==> config.mk <==
export PLATFORM = sky130hd
export DESIGN_NAME = kanagawa_fifo_drain_arbiter
export DESIGN_NICKNAME = d
export VERILOG_FILES = /design/src/rtl/kanagawa_fifo_drain_arbiter.sv
export SDC_FILE = /design/constraint.sdc
export NUM_CORES = 1
export LEC_CHECK = 0
export BUFFER_PORTS_ARGS = -buffer_cell sky130_fd_sc_hd__buf_2
export CORE_UTILIZATION = 40
export DETAILED_ROUTE_END_ITERATION = 6
export PLACE_DENSITY = 0.86
export SYNTH_ARGS = -nofsm -noshare
export SYNTH_HDL_FRONTEND = slang
export SYNTH_SLANG_ARGS = --single-unit
==> constraint.sdc <==
create_clock -name clock -period 2.49 [get_ports clock]
set_input_delay 0.1245 -clock clock [delete_from_list [all_inputs] [get_ports clock]]
set_output_delay 0.1245 -clock clock [all_outputs]
set_load 0.01 [all_outputs]
==> src/rtl/kanagawa_fifo_drain_arbiter.sv <==
// Round-robin drain of NUM_QUEUES show-ahead FIFOs into one registered valid/ready stage.
// A burst limit bounds starvation; queue_mask parks queues at runtime.
module kanagawa_fifo_drain_arbiter #(
    parameter int unsigned NUM_QUEUES = 4,
    parameter int unsigned WIDTH      = 32,
    parameter int unsigned MAX_BURST  = 4,
    parameter int unsigned ID_WIDTH   = $clog2(NUM_QUEUES),
    parameter int unsigned CNT_WIDTH  = $clog2(MAX_BURST + 1)
) (
    input  logic                        clock,
    input  logic                        rst,
    input  logic [NUM_QUEUES-1:0]       fifo_empty,
    input  logic [NUM_QUEUES*WIDTH-1:0] fifo_q,
    output logic [NUM_QUEUES-1:0]       fifo_rdreq,
    input  logic [NUM_QUEUES-1:0]       queue_mask,
    output logic                        out_valid,
    input  logic                        out_ready,
    output logic [WIDTH-1:0]            out_data,
    output logic [ID_WIDTH-1:0]         out_queue_id,
    output logic                        busy
);

    logic [ID_WIDTH-1:0]   last_q_q,       last_q_d;
    logic [CNT_WIDTH-1:0]  burst_cnt_q,    burst_cnt_d;
    logic                  out_valid_q,    out_valid_d;
    logic [WIDTH-1:0]      out_data_q,     out_data_d;
    logic [ID_WIDTH-1:0]   out_queue_id_q, out_queue_id_d;

    logic [NUM_QUEUES-1:0] eligible_c;
    logic                  load_en_c;
    logic                  hold_c;
    logic                  any_sel_c;
    logic                  pop_c;
    logic [ID_WIDTH-1:0]   sel_c;
    int unsigned           idx_c;

    // Grant selection: stay on the current queue while its burst lasts, else scan from last_q+1.
    always_comb begin
        eligible_c = queue_mask & ~fifo_empty;
        load_en_c  = ~out_valid_q | out_ready;
        hold_c     = (burst_cnt_q != '0) && (burst_cnt_q < CNT_WIDTH'(MAX_BURST))
                     && eligible_c[last_q_q];
        sel_c      = last_q_q;
        any_sel_c  = hold_c;
        idx_c      = 0;
        if (!hold_c) begin
            for (int unsigned k = 1; k <= NUM_QUEUES; k++) begin
                idx_c = 32'(last_q_q) + k;
                if (idx_c >= NUM_QUEUES) begin
                    idx_c = idx_c - NUM_QUEUES;
                end
                if (!any_sel_c && eligible_c[idx_c[ID_WIDTH-1:0]]) begin
                    sel_c     = idx_c[ID_WIDTH-1:0];
                    any_sel_c = 1'b1;
                end
            end
        end
        pop_c      = load_en_c & any_sel_c & ~rst;
        fifo_rdreq = '0;
        if (pop_c) begin
            fifo_rdreq[sel_c] = 1'b1;
        end
    end

    always_comb begin
        last_q_d       = last_q_q;
        burst_cnt_d    = burst_cnt_q;
        out_valid_d    = out_valid_q;
        out_data_d     = out_data_q;
        out_queue_id_d = out_queue_id_q;
        if (pop_c) begin
            out_data_d     = fifo_q[32'(sel_c)*WIDTH +: WIDTH];
            out_queue_id_d = sel_c;
            out_valid_d    = 1'b1;
            last_q_d       = sel_c;
            burst_cnt_d    = hold_c ? (burst_cnt_q + CNT_WIDTH'(1)) : CNT_WIDTH'(1);
        end else if (load_en_c) begin
            // Nothing to pop: the output empties but arbitration history is kept.
            out_valid_d = 1'b0;
        end
    end

    always_ff @(posedge clock or posedge rst) begin
        if (rst) begin
            last_q_q       <= ID_WIDTH'(NUM_QUEUES - 1);
            burst_cnt_q    <= '0;
            out_valid_q    <= 1'b0;
            out_data_q     <= '0;
            out_queue_id_q <= '0;
        end else begin
            last_q_q       <= last_q_d;
            burst_cnt_q    <= burst_cnt_d;
            out_valid_q    <= out_valid_d;
            out_data_q     <= out_data_d;
            out_queue_id_q <= out_queue_id_d;
        end
    end

    assign out_valid    = out_valid_q;
    assign out_data     = out_data_q;
    assign out_queue_id = out_queue_id_q;
    assign busy         = out_valid_q | (|eligible_c);

endmodule
==> impl_metrics.env <==
export IMPL_synth_commonest_cells="sky130_fd_sc_hd__mux2i_1 (64), sky130_fd_sc_hd__nand2_1 (48), sky130_fd_sc_hd__dfrtp_1 (38), sky130_fd_sc_hd__o221ai_2 (28), sky130_fd_sc_hd__nor2_1 (8)"
export IMPL_num_antenna_cells=0
export IMPL_clock_power_share=0.062
export IMPL_pin_count_of_the_biggest_net_entering_global_routing=43
export IMPL_worst_r2r_path_depth=10
export IMPL_proportion_of_synthesized_area_in_mux_cells=0.2409
export IMPL_worst_r2r_setup_slack_ps=-100
export IMPL_synthArstFlopShare=1.000
export IMPL_dominantRegCellSynth="sky130_fd_sc_hd__dfrtp_1"
export IMPL_nNetsFinal=624
export IMPL_cts_hold_fix_buffers=0
export IMPL_tightest_slew_ps=537.6
export IMPL_post_route_drc_count=0
export IMPL_critical_path_max_fanout=14
export IMPL_power_report_internal_total_mw=4.002
export IMPL_leakage_nw=2.279
export IMPL_synthesis_area_sq_um=2940
export IMPL_finalWeightedCongestion=0.9310
export IMPL_crit_start="last_q_q[0]"
export IMPL_final_setup_viol_count=32
export IMPL_pwr_share_seq=0.169
export IMPL_ioPinCount=179
export IMPL_placement_io_buffers=178
export IMPL_grt_overflow=0
export IMPL_fin_hold_ws_ps=-22.76
export IMPL_clock_pin_slew_on_the_worst_setup_and_hold_paths_ps=80
export IMPL_place_detailed_hpwl_mm=6.705
export IMPL_syn_to_final_growth_pct=55.96
export IMPL_deepest_level_of_the_cts_h_tree=2
export IMPL_synth_compound_area_frac=0.2013
export IMPL_grt_setup_unrepaired="yes"
export IMPL_max_clock_freq_ghz=0.3854
export IMPL_cts_sinks=40
export IMPL_run_status="finished with violations"
export IMPL_relSlewSlack=0.6416
export IMPL_first_global_vias=3036
export IMPL_die_y_microns=87.74
export IMPL_mappedNetlistNets=417
export IMPL_finalHoldViolations=23
export IMPL_die_width_microns=87.74
export IMPL_final_fill_count=543
export IMPL_ys_top_cells_by_area="sky130_fd_sc_hd__dfrtp_1 (32%), sky130_fd_sc_hd__mux2i_1 (22%), sky130_fd_sc_hd__o221ai_2 (14%), sky130_fd_sc_hd__nand2_1 (6.1%), sky130_fd_sc_hd__buf_6 (2.7%)"
export IMPL_synthXorXnorAreaFrac=0.005532
export IMPL_timing_final_crit_share=1.042
export IMPL_fin_total_pwr_mw=6.842
export IMPL_post_layout_min_period_ps=2595
export IMPL_tritoncts="yes"
export IMPL_reg2reg_from="last_q_q[0]"
export IMPL_proportion_of_netlist_area_held_by_the_largest_area_contributor=0.3234
export IMPL_cts_inserted_buffers=5
export IMPL_timing_final_ws_setup_ps=-104.9
export IMPL_number_of_flops_mapped_to_enable_cells_by_yosys=0
export IMPL_drt_pre_antenna_iters=4
export IMPL_max_cap_violations=0
export IMPL_worstReg2RegEnd="out_data[25]"
export IMPL_synth_lib_cells_used_distinct=43
export IMPL_synth_adder_area_share=0.008511
export IMPL_postSynthAreaPerCell_sq_um=10.65
export IMPL_hold_path_class="primary input to asynchronous set/reset pin"
export IMPL_netlist_top_cell_by_area="sky130_fd_sc_hd__dfrtp_1"
export IMPL_synthCells=276
export IMPL_grt_pass1_wl_mm=13.92
export IMPL_worst_clock_skew_ps=9.128
export IMPL_power_net_switching_mw=2.840
export IMPL_multiInputGateArea_sq_um=1981
export IMPL_sequential_cell_area_in_the_final_layout_sq_um=1003
export IMPL_cts_root_buffer_cell="sky130_fd_sc_hd__clkbuf_8"
export IMPL_worst_ir_drop_vdd_mv=0.8332
export IMPL_critical_path_endpoint="out_data[25]"
export IMPL_synth_simple_area_share=0.1451
export IMPL_detail_route_wirelength_mm=9.667
export IMPL_final_max_slew_violation_count=0
export IMPL_violations_in_the_final_reports="negative hold slack, negative setup slack"
export IMPL_synth_seq_area_share=0.3413
export IMPL_worst_setup_path_start_kind="register"
export IMPL_setup_worst_path_class="register to register"
export IMPL_swShare=0.4151
export IMPL_ys_warn_count=0
export IMPL_worst_ep_arrival_time_ps=2760
export IMPL_end_kind="register"
export IMPL_powerDensity_nw_per_um2=1492
export IMPL_drt_vias_per_instance=5.297
export IMPL_core_area_sq_um=6944
export IMPL_dominant_combinational_cell_family_by_area_after_synthesis="multiplexers"
export IMPL_p_comb_frac=0.769
export IMPL_ys_seq_elements=40
export IMPL_number_of_nets_with_antenna_violations_after_detailed_routing=0
export IMPL_number_of_antenna_violations_at_the_first_check_in_global_routing=0
export IMPL_initial_utilization=0.4234
export IMPL_cts_max_path_buffers=2
export IMPL_die_area_sq_um=7697
export IMPL_vias=3072
export IMPL_post_route_cell_area_sq_um=4586
export IMPL_row_count=30
export IMPL_post_drt_wl_per_cell_microns=16.67
export IMPL_crit_required_ps=2660
export IMPL_detail_route_iter0_violations=119
export IMPL_drive_above_1_share=0.6302
export IMPL_placed_area_sq_um=4045
export IMPL_global_route_usage_total=0.2334
export IMPL_clk_latency_ps=290
export IMPL_synth_most_common_cell="sky130_fd_sc_hd__mux2i_1"
-- routing by layer --
metal	vias up	track usage	part of all wire
li1	1451	-	-
met1	1477	0.2647	0.39
met2	131	0.4447	0.55
met3	13	0.03393	0.045
met4	0	0.07601	0.013
met5	-	0	0
-- logic make-up after synthesis --
| group | count (synthesis) |
|---|---|
| AND/OR/NAND/NOR | 87 |
| multiplexers | 68 |
| AO/OA/AOI/OAI | 52 |
| flip-flops | 40 |
| buffers and inverters | 26 |
| adder cells (fa/ha/maj) | 2 |
| XOR/XNOR | 1 |
-- state kept, by name, summed over array words and instances (netlist names) --
| signal | cells |
|---|---|
| out_valid | 1 |
| last_q_q | 2 |
| burst_cnt_q | 3 |
| out_queue_id | 2 |
| out_data | 32 |
-- cell type report --
| cell class | instances | area share |
|---|---|---|
| multi-input combinational | 210 | 0.4319 |
| timing repair buffer | 221 | 0.3010 |
| sequential | 40 | 0.2188 |
| tap | 96 | 0.02619 |
| clock buffer | 7 | 0.01664 |
| inverter | 5 | 0.004366 |
| clock inverter | 1 | 0.001091 |
-- through the flow --
step	utilization	cells	hold slack (ps)	setup TNS, ps	setup WS (ps)
detailed placement	0.5825	549	317.4	-465.3	-60.39
global placement	0.5825	549	312.7	0	12.96
floorplan	-	276	307.0	0	133.2
CTS	0.6342	578	3.932	-656.6	-85.48
global route	0.6604	580	23.53	-5461	-206.3
finish	0.6604	580	-22.76	-1606	-104.9
-- how the worst min path moves through the flow --
stage	cells past startpoint	end	from	slack, ps
after floorplan	2	out_valid	out_ready	310
after global placement	3	out_valid	rst	310
after detailed placement	3	out_data[1]	rst	320
after CTS	3	out_data[0]	rst	4
after global routing	3	out_data[0]	rst	20
final	3	out_data[0]	rst	-20
-- power groups by stage --
stage	clock network (mW)	registers (mW)	logic, mW
after global routing	0.457	1.20	5.59
final	0.421	1.16	5.26
after CTS	0.436	1.15	4.68
after global placement	0	1.16	3.71
after detailed placement	0	1.16	3.87
after floorplan	0	1.27	2.72
-- critical path, stage by stage (launching register included) --
cell                        delay, ps
sky130_fd_sc_hd__dfstp_2          410
sky130_fd_sc_hd__buf_6            130
sky130_fd_sc_hd__or3b_1           420
sky130_fd_sc_hd__a21oi_2          190
sky130_fd_sc_hd__a2bb2oi_2         90
sky130_fd_sc_hd__a22oi_2          260
sky130_fd_sc_hd__xnor2_4          210
sky130_fd_sc_hd__buf_4            190
sky130_fd_sc_hd__clkbuf_16        180
sky130_fd_sc_hd__mux2i_1          260
sky130_fd_sc_hd__o221ai_2         110
-- repair_timing --
action | 4_1_cts | 5_1_grt
hold endpoints to repair | 0 | 0
buffers inserted | 19 | 2
pin swaps | 16 | 12
endpoints found under the setup margin | 33 | 38
gates resized for setup | 27 | 31
cloned | 2 | 2
-- layout by cell type (no fill, tap or decap), types with 3 or more instances in the layout --
cell	netlist	final
sky130_fd_sc_hd__o221ai_1	4	3
sky130_fd_sc_hd__nor2_1	8	5
sky130_fd_sc_hd__nand2b_1	5	4
sky130_fd_sc_hd__nand3_1	6	5
sky130_fd_sc_hd__nand2_1	48	48
sky130_fd_sc_hd__o221ai_2	28	28
sky130_fd_sc_hd__nor2b_1	4	4
sky130_fd_sc_hd__buf_2	6	178
sky130_fd_sc_hd__clkbuf_8	0	5
sky130_fd_sc_hd__o21ai_0	6	5
sky130_fd_sc_hd__dfrtp_1	38	38
sky130_fd_sc_hd__a21oi_1	5	3
sky130_fd_sc_hd__mux2i_2	0	16
sky130_fd_sc_hd__buf_12	0	4
sky130_fd_sc_hd__nor2_2	0	3
sky130_fd_sc_hd__buf_6	7	9
sky130_fd_sc_hd__buf_4	3	25
sky130_fd_sc_hd__mux2i_4	0	7
sky130_fd_sc_hd__mux2i_1	64	41
(Power assumes the default switching activity.)
